[src/rtl/mc_datapath_p_if.sv]
// Bundle between the multicycle controller/memory (master) and the datapath (slave):
// per-cycle controls and memory read data in, decode fields, status and memory bus out.
interface mc_datapath_p_if #(
    parameter int WIDTH = 32
);
    logic             pcen;
    logic             irwrite;
    logic             regwrite;
    logic             alusrca;
    logic             iord;
    logic             memtoreg;
    logic             regdst;
    logic [1:0]       alusrcb;
    logic [1:0]       pcsrc;
    logic [2:0]       alucontrol;
    logic             memready;
    logic [WIDTH-1:0] readdata;
    logic [5:0]       op;
    logic [5:0]       funct;
    logic             zero;
    logic [WIDTH-1:0] adr;
    logic [WIDTH-1:0] writedata;

    modport master (
        output pcen, irwrite, regwrite, alusrca, iord, memtoreg, regdst,
               alusrcb, pcsrc, alucontrol, memready, readdata,
        input  op, funct, zero, adr, writedata
    );

    modport slave (
        input  pcen, irwrite, regwrite, alusrca, iord, memtoreg, regdst,
               alusrcb, pcsrc, alucontrol, memready, readdata,
        output op, funct, zero, adr, writedata
    );
endinterface

[src/rtl/mc_datapath_p.sv]
// Parametrised multicycle MIPS-style datapath: PC, IR, data/A/B/ALUOut registers,
// register file and ALU, stepped one controller state per clock with a memory-ready freeze.
module mc_datapath_p #(
    parameter int               WIDTH    = 32,
    parameter int               NREGS    = 32,
    parameter logic [WIDTH-1:0] RESET_PC = '0
) (
    input  logic           clk,
    input  logic           reset,
    mc_datapath_p_if.slave bus
);
    localparam int RBITS = $clog2(NREGS);

    typedef enum logic [2:0] {
        ALU_AND = 3'b000,
        ALU_OR  = 3'b001,
        ALU_ADD = 3'b010,
        ALU_SUB = 3'b110,
        ALU_SLT = 3'b111
    } aluOp_e;

    logic [WIDTH-1:0] pc_q, pc_d;
    logic [31:0]      ir_q, ir_d;
    logic [WIDTH-1:0] data_q, data_d;
    logic [WIDTH-1:0] a_q, a_d;
    logic [WIDTH-1:0] b_q, b_d;
    logic [WIDTH-1:0] aluOut_q, aluOut_d;
    logic [WIDTH-1:0] rf_q [NREGS];

    logic [RBITS-1:0] rsIdx, rtIdx, rdIdx, writeReg;
    logic [WIDTH-1:0] rd1, rd2, wd3;
    logic [WIDTH-1:0] signImm, signImmSh, srcA, srcB;
    logic [WIDTH-1:0] aluResult, jumpTarget, pcNext;
    logic             rfWe;

    // Register indices are the low bits of the 5-bit fields; index 0 is hard-wired to zero.
    assign rsIdx    = ir_q[21 +: RBITS];
    assign rtIdx    = ir_q[16 +: RBITS];
    assign rdIdx    = ir_q[11 +: RBITS];
    assign writeReg = bus.regdst ? rdIdx : rtIdx;
    assign rd1      = (rsIdx == '0) ? '0 : rf_q[rsIdx];
    assign rd2      = (rtIdx == '0) ? '0 : rf_q[rtIdx];
    assign wd3      = bus.memtoreg ? data_q : aluOut_q;
    assign rfWe     = bus.memready && bus.regwrite && (writeReg != '0);

    assign signImm    = {{(WIDTH-16){ir_q[15]}}, ir_q[15:0]};
    assign signImmSh  = {signImm[WIDTH-3:0], 2'b00};
    assign jumpTarget = {pc_q[WIDTH-1:28], ir_q[25:0], 2'b00};
    assign srcA       = bus.alusrca ? a_q : pc_q;

    always_comb begin
        srcB = b_q;
        case (bus.alusrcb)
            2'b00:   srcB = b_q;
            2'b01:   srcB = {{(WIDTH-3){1'b0}}, 3'b100};
            2'b10:   srcB = signImm;
            default: srcB = signImmSh;
        endcase
    end

    // Unlisted opcodes deliberately yield zero so an unexpected encoding is harmless.
    always_comb begin
        aluResult = '0;
        case (bus.alucontrol)
            ALU_AND: aluResult = srcA & srcB;
            ALU_OR:  aluResult = srcA | srcB;
            ALU_ADD: aluResult = srcA + srcB;
            ALU_SUB: aluResult = srcA - srcB;
            ALU_SLT: aluResult = {{(WIDTH-1){1'b0}}, ($signed(srcA) < $signed(srcB))};
            default: aluResult = '0;
        endcase
    end

    always_comb begin
        pcNext = pc_q;
        case (bus.pcsrc)
            2'b00:   pcNext = aluResult;
            2'b01:   pcNext = aluOut_q;
            2'b10:   pcNext = jumpTarget;
            default: pcNext = pc_q;
        endcase
    end

    always_comb begin
        pc_d     = pc_q;
        ir_d     = ir_q;
        data_d   = data_q;
        a_d      = a_q;
        b_d      = b_q;
        aluOut_d = aluOut_q;
        if (bus.memready) begin
            if (bus.pcen) begin
                pc_d = pcNext;
            end
            if (bus.irwrite) begin
                ir_d = bus.readdata[31:0];
            end
            data_d   = bus.readdata;
            a_d      = rd1;
            b_d      = rd2;
            aluOut_d = aluResult;
        end
    end

    always_ff @(posedge clk or negedge reset) begin
        if (!reset) begin
            pc_q     <= RESET_PC;
            ir_q     <= '0;
            data_q   <= '0;
            a_q      <= '0;
            b_q      <= '0;
            aluOut_q <= '0;
        end else begin
            pc_q     <= pc_d;
            ir_q     <= ir_d;
            data_q   <= data_d;
            a_q      <= a_d;
            b_q      <= b_d;
            aluOut_q <= aluOut_d;
        end
    end

    // A/B sample the combinational read ports, so a same-edge write is seen one cycle later.
    always_ff @(posedge clk or negedge reset) begin
        if (!reset) begin
            for (int i = 0; i < NREGS; i++) begin
                rf_q[i] <= '0;
            end
        end else if (rfWe) begin
            rf_q[writeReg] <= wd3;
        end
    end

    assign bus.op        = ir_q[31:26];
    assign bus.funct     = ir_q[5:0];
    assign bus.zero      = (aluResult == '0);
    assign bus.adr       = bus.iord ? aluOut_q : pc_q;
    assign bus.writedata = b_q;
endmodule

[src/flat_wrapper.sv]
// flat-port wrapper written by rule: the top's interface ports become plain ports
module mc_datapath_p_flat 
#(
    parameter int               WIDTH    = 32,
    parameter int               NREGS    = 32,
    parameter logic [WIDTH-1:0] RESET_PC = '0
)
  (clk, reset, bus_pcen, bus_irwrite, bus_regwrite, bus_alusrca, bus_iord, bus_memtoreg, bus_regdst, bus_alusrcb, bus_pcsrc, bus_alucontrol, bus_memready, bus_readdata, bus_op, bus_funct, bus_zero, bus_adr, bus_writedata);
  mc_datapath_p_if #(.WIDTH(WIDTH)) bus_i ();
  input  logic clk;
  input  logic reset;
  input wire logic [$bits(bus_i.pcen)-1:0] bus_pcen;
  input wire logic [$bits(bus_i.irwrite)-1:0] bus_irwrite;
  input wire logic [$bits(bus_i.regwrite)-1:0] bus_regwrite;
  input wire logic [$bits(bus_i.alusrca)-1:0] bus_alusrca;
  input wire logic [$bits(bus_i.iord)-1:0] bus_iord;
  input wire logic [$bits(bus_i.memtoreg)-1:0] bus_memtoreg;
  input wire logic [$bits(bus_i.regdst)-1:0] bus_regdst;
  input wire logic [$bits(bus_i.alusrcb)-1:0] bus_alusrcb;
  input wire logic [$bits(bus_i.pcsrc)-1:0] bus_pcsrc;
  input wire logic [$bits(bus_i.alucontrol)-1:0] bus_alucontrol;
  input wire logic [$bits(bus_i.memready)-1:0] bus_memready;
  input wire logic [$bits(bus_i.readdata)-1:0] bus_readdata;
  output wire logic [$bits(bus_i.op)-1:0] bus_op;
  output wire logic [$bits(bus_i.funct)-1:0] bus_funct;
  output wire logic [$bits(bus_i.zero)-1:0] bus_zero;
  output wire logic [$bits(bus_i.adr)-1:0] bus_adr;
  output wire logic [$bits(bus_i.writedata)-1:0] bus_writedata;
  assign bus_i.pcen = bus_pcen;
  assign bus_i.irwrite = bus_irwrite;
  assign bus_i.regwrite = bus_regwrite;
  assign bus_i.alusrca = bus_alusrca;
  assign bus_i.iord = bus_iord;
  assign bus_i.memtoreg = bus_memtoreg;
  assign bus_i.regdst = bus_regdst;
  assign bus_i.alusrcb = bus_alusrcb;
  assign bus_i.pcsrc = bus_pcsrc;
  assign bus_i.alucontrol = bus_alucontrol;
  assign bus_i.memready = bus_memready;
  assign bus_i.readdata = bus_readdata;
  assign bus_op = bus_i.op;
  assign bus_funct = bus_i.funct;
  assign bus_zero = bus_i.zero;
  assign bus_adr = bus_i.adr;
  assign bus_writedata = bus_i.writedata;
  mc_datapath_p #(.WIDTH(WIDTH), .NREGS(NREGS), .RESET_PC(RESET_PC)) u_core (.clk(clk), .reset(reset), .bus(bus_i));
endmodule
[config.mk]
export PLATFORM = sky130hd
export DESIGN_NAME = mc_datapath_p_flat
export DESIGN_NICKNAME = d
export VERILOG_FILES = /design/src/rtl/mc_datapath_p_if.sv /design/src/rtl/mc_datapath_p.sv /design/src/flat_wrapper.sv
export SDC_FILE = /design/constraint.sdc
export NUM_CORES = 2
export LEC_CHECK = 0
export CORE_MARGIN = 10
export CORE_UTILIZATION = 25
export DETAILED_ROUTE_END_ITERATION = 10
export GPL_TIMING_DRIVEN = 0
export HOLD_SLACK_MARGIN = 0.08
export PLACE_DENSITY_LB_ADDON = 0.08
export REMOVE_ABC_BUFFERS = 1
export SLEW_MARGIN = 5
export SYNTH_ARGS = -nofsm -noshare
export SYNTH_HDL_FRONTEND = slang
export SYNTH_SLANG_ARGS = --single-unit
[constraint.sdc]
create_clock -name clk -period 6.4 [get_ports clk]
set_input_delay 1.28 -clock clk [delete_from_list [all_inputs] [get_ports clk]]
set_output_delay 1.28 -clock clk [all_outputs]
set_load 0.01 [all_outputs]
=== After elaboration in Yosys (flattened, before gate mapping) ===
Index checks and enable logic that the tools add are counted.
W data, S select, Z words.

* Flip-flop bits (word level): 1216

* $lt $le $gt $ge: 5
* Bitwise gates (word level): 6
* Multiplexer cells: 18
* Add/sub/neg operators: 2
* Equality and inequality tests: 8
* Reduce and logical (&&, ||, !) cells: 15

{| class="wikitable"
|+ Operators with widths
! kind !! count
|-
| $bwmux W1024 || 1
|-
| $bmux W32 S5 || 2
|-
| $mux W32 || 10
|-
| $pmux W32 S3 || 2
|-
| $demux W32 S5 || 1
|-
| $pmux W32 S5 || 1
|-
| $add A32 B32 Y32 || 1
|-
| $and A32 B32 Y32 || 1
|-
| $logic_not A32 Y1 || 1
|-
| $lt A32 B32 Y1 || 1
|-
| $or A32 B32 Y32 || 1
|-
| $sub A32 B32 Y32 || 1
|-
| $ge A6 B6 Y1 const B || 3
|-
| $not A5 Y6 || 3
|-
| $logic_not A5 Y1 || 2
|-
| $eq A3 B3 Y1 const B || 2
|-
| $lt A6 B1 Y1 const B || 1
|-
| $mux W5 || 1
|-
| $reduce_bool A5 Y1 || 1
|-
| $eq A2 B1 Y1 const B || 2
|-
| $eq A2 B2 Y1 const B || 2
|-
| $logic_not A2 Y1 || 2
|-
| $reduce_and A4 Y1 || 1
|-
| $eq A3 B1 Y1 const B || 1
|-
| 8 further kinds || 10
|}

=== Depth between registers and ports, before layout ===
* Depth in word-level cells: 7
* Gate-level depth with buffers: 18

=== Least setup slack after synthesis ===
OpenSTA, ideal clock, no wires.

* Path type: in2out
* From: input bus_alusrca
* To: output bus_zero
* Slack: -0.316 ns
* Arrival: 5.436 ns
* Stages: 17
* Path buffers: 2
* Path through: clkbuf_1 buf_1 mux2i_1 inv_1 ha_1 fa_1 a21o_1 a221oi_1 a211oi_1 nor3_1 o21ai_0 a311oi_1 a21oi_1 xnor2_1 o22ai_1 nor4_1 and4_1

* Longest elaborated chain between the ends: 4
* Elaborated cells between the ends (all ways): 8

{| class="wikitable"
|+ Ends and longest elaborated chain
! item !! line !! RTL
|-
| from (decl) || flat_wrapper.sv:15 || <nowiki>input wire logic [$bits(bus_i.alusrca)-1:0] bus_alusrca;</nowiki>
|-
| $mux W32 (*) || mc_datapath_p.sv:49 || <nowiki>assign srcA = bus.alusrca ? a_q : pc_q;</nowiki>
|-
| $sub A32 B32 Y32 (tied with other cells) || mc_datapath_p.sv:68 || <nowiki>ALU_SUB: aluResult = srcA - srcB;</nowiki>
|-
| $pmux W32 S5 (*) || mc_datapath_p.sv:64 || <nowiki>case (bus.alucontrol)</nowiki>
|-
| $logic_not A32 Y1 (*) || mc_datapath_p.sv:136 || <nowiki>assign bus.zero = (aluResult == '0);</nowiki>
|-
| to (decl) || flat_wrapper.sv:26 || <nowiki>output wire logic [$bits(bus_i.zero)-1:0] bus_zero;</nowiki>
|}

Every way passes the cells marked *; elsewhere a longest branch is shown, timed or not.

=== Final worst setup path ===
* From: input bus_alusrcb[0]
* To: output bus_zero

* Longest elaborated chain between the ends: 5
* Elaborated cells between the ends (all ways): 11

{| class="wikitable"
|+ Ends and longest elaborated chain
! item !! line !! RTL
|-
| from (decl) || flat_wrapper.sv:19 || <nowiki>input wire logic [$bits(bus_i.alusrcb)-1:0] bus_alusrcb;</nowiki>
|-
| $eq A2 B2 Y1 (tied with other cells) || mc_datapath_p.sv:53 || <nowiki>case (bus.alusrcb)</nowiki>
|-
| $pmux W32 S3 (*) || mc_datapath_p.sv:53 ||
|-
| $sub A32 B32 Y32 (tied with other cells) || mc_datapath_p.sv:68 ||
|-
| $pmux W32 S5 (*) || mc_datapath_p.sv:64 ||
|-
| $logic_not A32 Y1 (*) || mc_datapath_p.sv:136 ||
|}

Marked as above.

==> qor.csv <==
stage;metric;value;unit
cells_and_area;fin_cells;9661;
sta;rsz0062_at_grt;yes;
synthesis;synth_cells;6125;
sta;tns;-0.549;ns
synthesis;synth_cell_types;72;
placed_design;place_ws;-3.87;ns
power;power_density;418;nW/um^2
grt;first_global_vias;50200;
synthesis;ys_seq_area_share;46.2;%
sta;setup_viol;1;
synthesis;synth_fa_ha_area_share;2.08;%
clock_tree;cts_made_buffers;154;
synthesis;synthMuxAreaShare;23.6;%
clock_tree;htreeDepth;4;
sta;fin_crit;6.95;ns
grt;gr-usage-all-layers;19.2;%
floorplan;initial_core_util;25.1;%
min_path;worstHoldPathType;flip-flop to flip-flop;
synthesis;synth_top_family_by_area;multiplexers;
worst_setup_path;crit_required;5.12;ns
power;vdd_drop_max;0.000268;V
worst_setup_path;critical-path-slowest-cell;nor4_4;
worst_setup_path;crit_path_start_kind;input pin;
synthesis;post-synth-top-count-cell;dfrtp_1;
floorplan;design.die.area;284000;um^2
clock_tree;clk_path_buf_depth;3;
worst_setup_path;path_max_fanout;10;
cells_and_area;final_util;30.6;%
routing;drtPass1Iterations;6;
synthesis;async_flop_share;100;%
worst_setup_path;crit_path_frequent_cell;buf_4;
sta;worst_pin_slew;1.29;ns
sta;hold_viol;0;
floorplan;ios;126;
worst_setup_path;end_kind;output port;
synthesis;synth_edf_count;0;
floorplan;num_rows;188;
worst_setup_path;crit_chain;buf_16 -> nor2_4 -> buf_4 -> buf_12 -> buf_4 -> a22o_1 -> ha_4 -> nand4_1 -> o21bai_1 -> a211oi_4 -> nor3_4 -> buf_4 -> a31oi_1 -> o211a_1 -> nand3_2 -> nor4_4 -> nand4_1 -> nor4_2 -> and4_4 -> buf_6;
power;p_leak;33.6;nW
synthesis;synth.top_cell.area_share;46.2;%
sta;finClkSkew;0.0332;ns
placed_design;dp.cells;9303;
synthesis;syn_area_per_cell;10.7;um^2
synthesis;yosysTopAreaCell;dfrtp_1;
routing;viasPerCell;5.08;
clock_tree;clock-sinks;1216;
clock_tree;cts_tree;built;
flow_run;cap_violations;0;
cells_and_area;final_cell_area;80400;um^2
worst_setup_path;cp_slowest_stage_delay;0.37;ns
cells_and_area;nNetsFinal;6174;
synthesis;synth_compound_area_share;14.9;%
routing;drc;0;
synthesis;synth-simple-area-share;8.60;%
placed_design;portBuffers;125;
sta;timing.final.crit_share;109;%
synthesis;synth-seq-cells;1216;
synthesis;ys_top_cells_by_area;dfrtp_1 (46%), mux4_2 (16%), o21ai_0 (5.5%), mux2i_1 (5.1%), nand2_1 (4.2%);
clock_tree;path_clk_slew;0.06;ns
grt;overflow;0;
placed_design;gp_congestion;0.832;
synthesis;yosysWarnings;0;
outcome;status;finished, violations left;
routing;wl_per_cell;28.9;um
worst_setup_path;path_class;input pin to output port;
worst_setup_path;ff2ff_setup_slack;0.28;ns
placed_design;placed_area;73800;um^2
routing;drt_iter0_markers;3739;
floorplan;fp.dieW;533;um
clock_tree;clkLatencyLatePin;0.82;ns
worst_setup_path;cp.arrival;5.67;ns
sta;relSlewSlack;13.6;%
routing;ant_nets;0;
grt;antenna_found_initial;12;
clock_tree;root_buffer;clkbuf_16;
sta;fin_ws;-0.549;ns
worst_setup_path;path_delay_family;simple AND/OR/NAND/NOR gates;
sta;timing.hold.ws;0.393;ns
sta;slew_viol_final;0;
floorplan;die_y;533;um
routing;vias;49100;
synthesis;netlist_area;65800;um^2
power;p_total;33.6;mW
routing;drt-total-wl;280;mm
grt;grt_pass1_wl;400;mm
synthesis;synth-main-ff-cell;dfrtp_1;
synthesis;yosys-top-cells-count;dfrtp_1 (1216), nand2_1 (739), o21ai_0 (729);
worst_setup_path;path_buf_inv;6;
cells_and_area;drive_gt1_share;21.0;%
cells_and_area;syn_to_final_growth;22.1;%
synthesis;synth_xor_area_share;0.346;%
outcome;violations;setup timing;
floorplan;core_area;262000;um^2
placed_design;place_hpwl;186;mm
clock_tree;hold_buffers;0;
sta;clock.fmax;0.144;GHz
grt;grt_max_degree;154;
cell usage in the layout, fill, tap and decap left out, drive strengths merged, types with 18 or more instances in the layout:
cell and n:
a211oi 43, nand3 28, a21oi 505, xnor2 19, nand2 739, buf 243, clkdlybuf4s50 115, clkbuf 226
o221ai 80, o22ai 70, a22o 44, o21ai 730, nor3 45, clkinv 33, a221oi 22, mux2 121
mux2i 338, o211ai 18, a21o 28, o2bb2ai 39, inv 119, nor2 503, o31ai 23, mux4 478
ha 106, dfrtp 1216
cells by family (layout without fill, tap and decap cells):
group                    after synthesis  in the layout
adder cells (fa/ha/maj)              108            108
multiplexers                         937            937
other                                  0              9
buffers and inverters                740            752
AND/OR/NAND/NOR                     1410           1410
XOR/XNOR                              26             26
AO/OA/AOI/OAI                       1688           1688
flip-flops                          1216           1216
power by group:
part           internal, mW  leakage (nW)  switching (mW)
Clock                  5.30          2.53            3.67
Combinational          5.82          15.2            6.07
Sequential             10.3          15.8            2.40
Total                  21.4          33.6            12.1
state kept, by name, indices dropped and copies added (netlist names):
| signal | cells |
|---|---|
| u_core.rf_q | 1024 |
| u_core.a_q | 32 |
| u_core.aluOut_q | 32 |
| u_core.bus.writedata | 32 |
| u_core.data_q | 32 |
| u_core.ir_q | 32 |
| u_core.pc_q | 32 |
final cells by class:
type | instances | area [um^2]
Multi-Input combinational cell | 4169 | 34000
Inverter | 115 | 440
Clock inverter | 50 | 539
Sequential cell | 1216 | 30500
Fill cell | 26600 | 182000
Timing Repair inverter | 1 | 5.00
Clock buffer | 226 | 4570
Timing Repair Buffer | 360 | 5940
Tap cell | 3515 | 4400
Antenna cell | 9 | 22.5
per-layer routing:
layer / global-route usage, % / wire [um] / up-vias / part of all wire [%]
met5: 0 / 13 / - / 0.0047
met4: 4.64 / 6950 / 2 / 2.5
met3: 2.15 / 9100 / 313 / 3.3
met2: 30.7 / 129000 / 954 / 46
met1: 27.9 / 134000 / 25700 / 48
li1: - / - / 22200 / -
what timing repair did:
item | in CTS | in global routing
setup endpoints to repair | 14 | 3
gates cloned | 3 | 1
endpoints found under the hold margin | 0 | 0
gates resized for setup | 146 | 41
buffers inserted | 65 | 10
pin swaps | 37 | 26
worst register-to-register path: cells and delay by family, from the launching register on:
| kind | cells | cell delay, ns |
|---|---|---|
| muxes | 1 | 0.36 |
| DFF | 1 | 0.55 |
| buffers and inverters | 27 | 3.37 |
| adders and majority gates | 1 | 0.41 |
| and+or+nand+nor | 2 | 0.29 |
| AOI/OAI and AO/OA | 6 | 1.04 |
path summary, 6_finish.rpt:
| kind | startpoint | end | cells after the start |
|---|---|---|---|
| worst min-delay path | u_core.rf_q[1006]$_DFFE_PN0P_ | u_core.rf_q[1006]$_DFFE_PN0P_ | 0 |
| worst max register to register | u_core.ir_q[1]$_DFFE_PN0P_ | u_core.pc_q[6]$_DFFE_PN0P_ | 37 |
| worst max-delay path | bus_alusrcb[0] | bus_zero | 20 |
| worst min register to register | u_core.rf_q[1006]$_DFFE_PN0P_ | u_core.rf_q[1006]$_DFFE_PN0P_ | 0 |
| min in group asynchronous | reset | u_core.rf_q[414]$_DFFE_PN0P_ | 1 |
| max in group asynchronous | reset | u_core.rf_q[0]$_DFFE_PN0P_ | 4 |
Power figures use the tool's default switching activity.
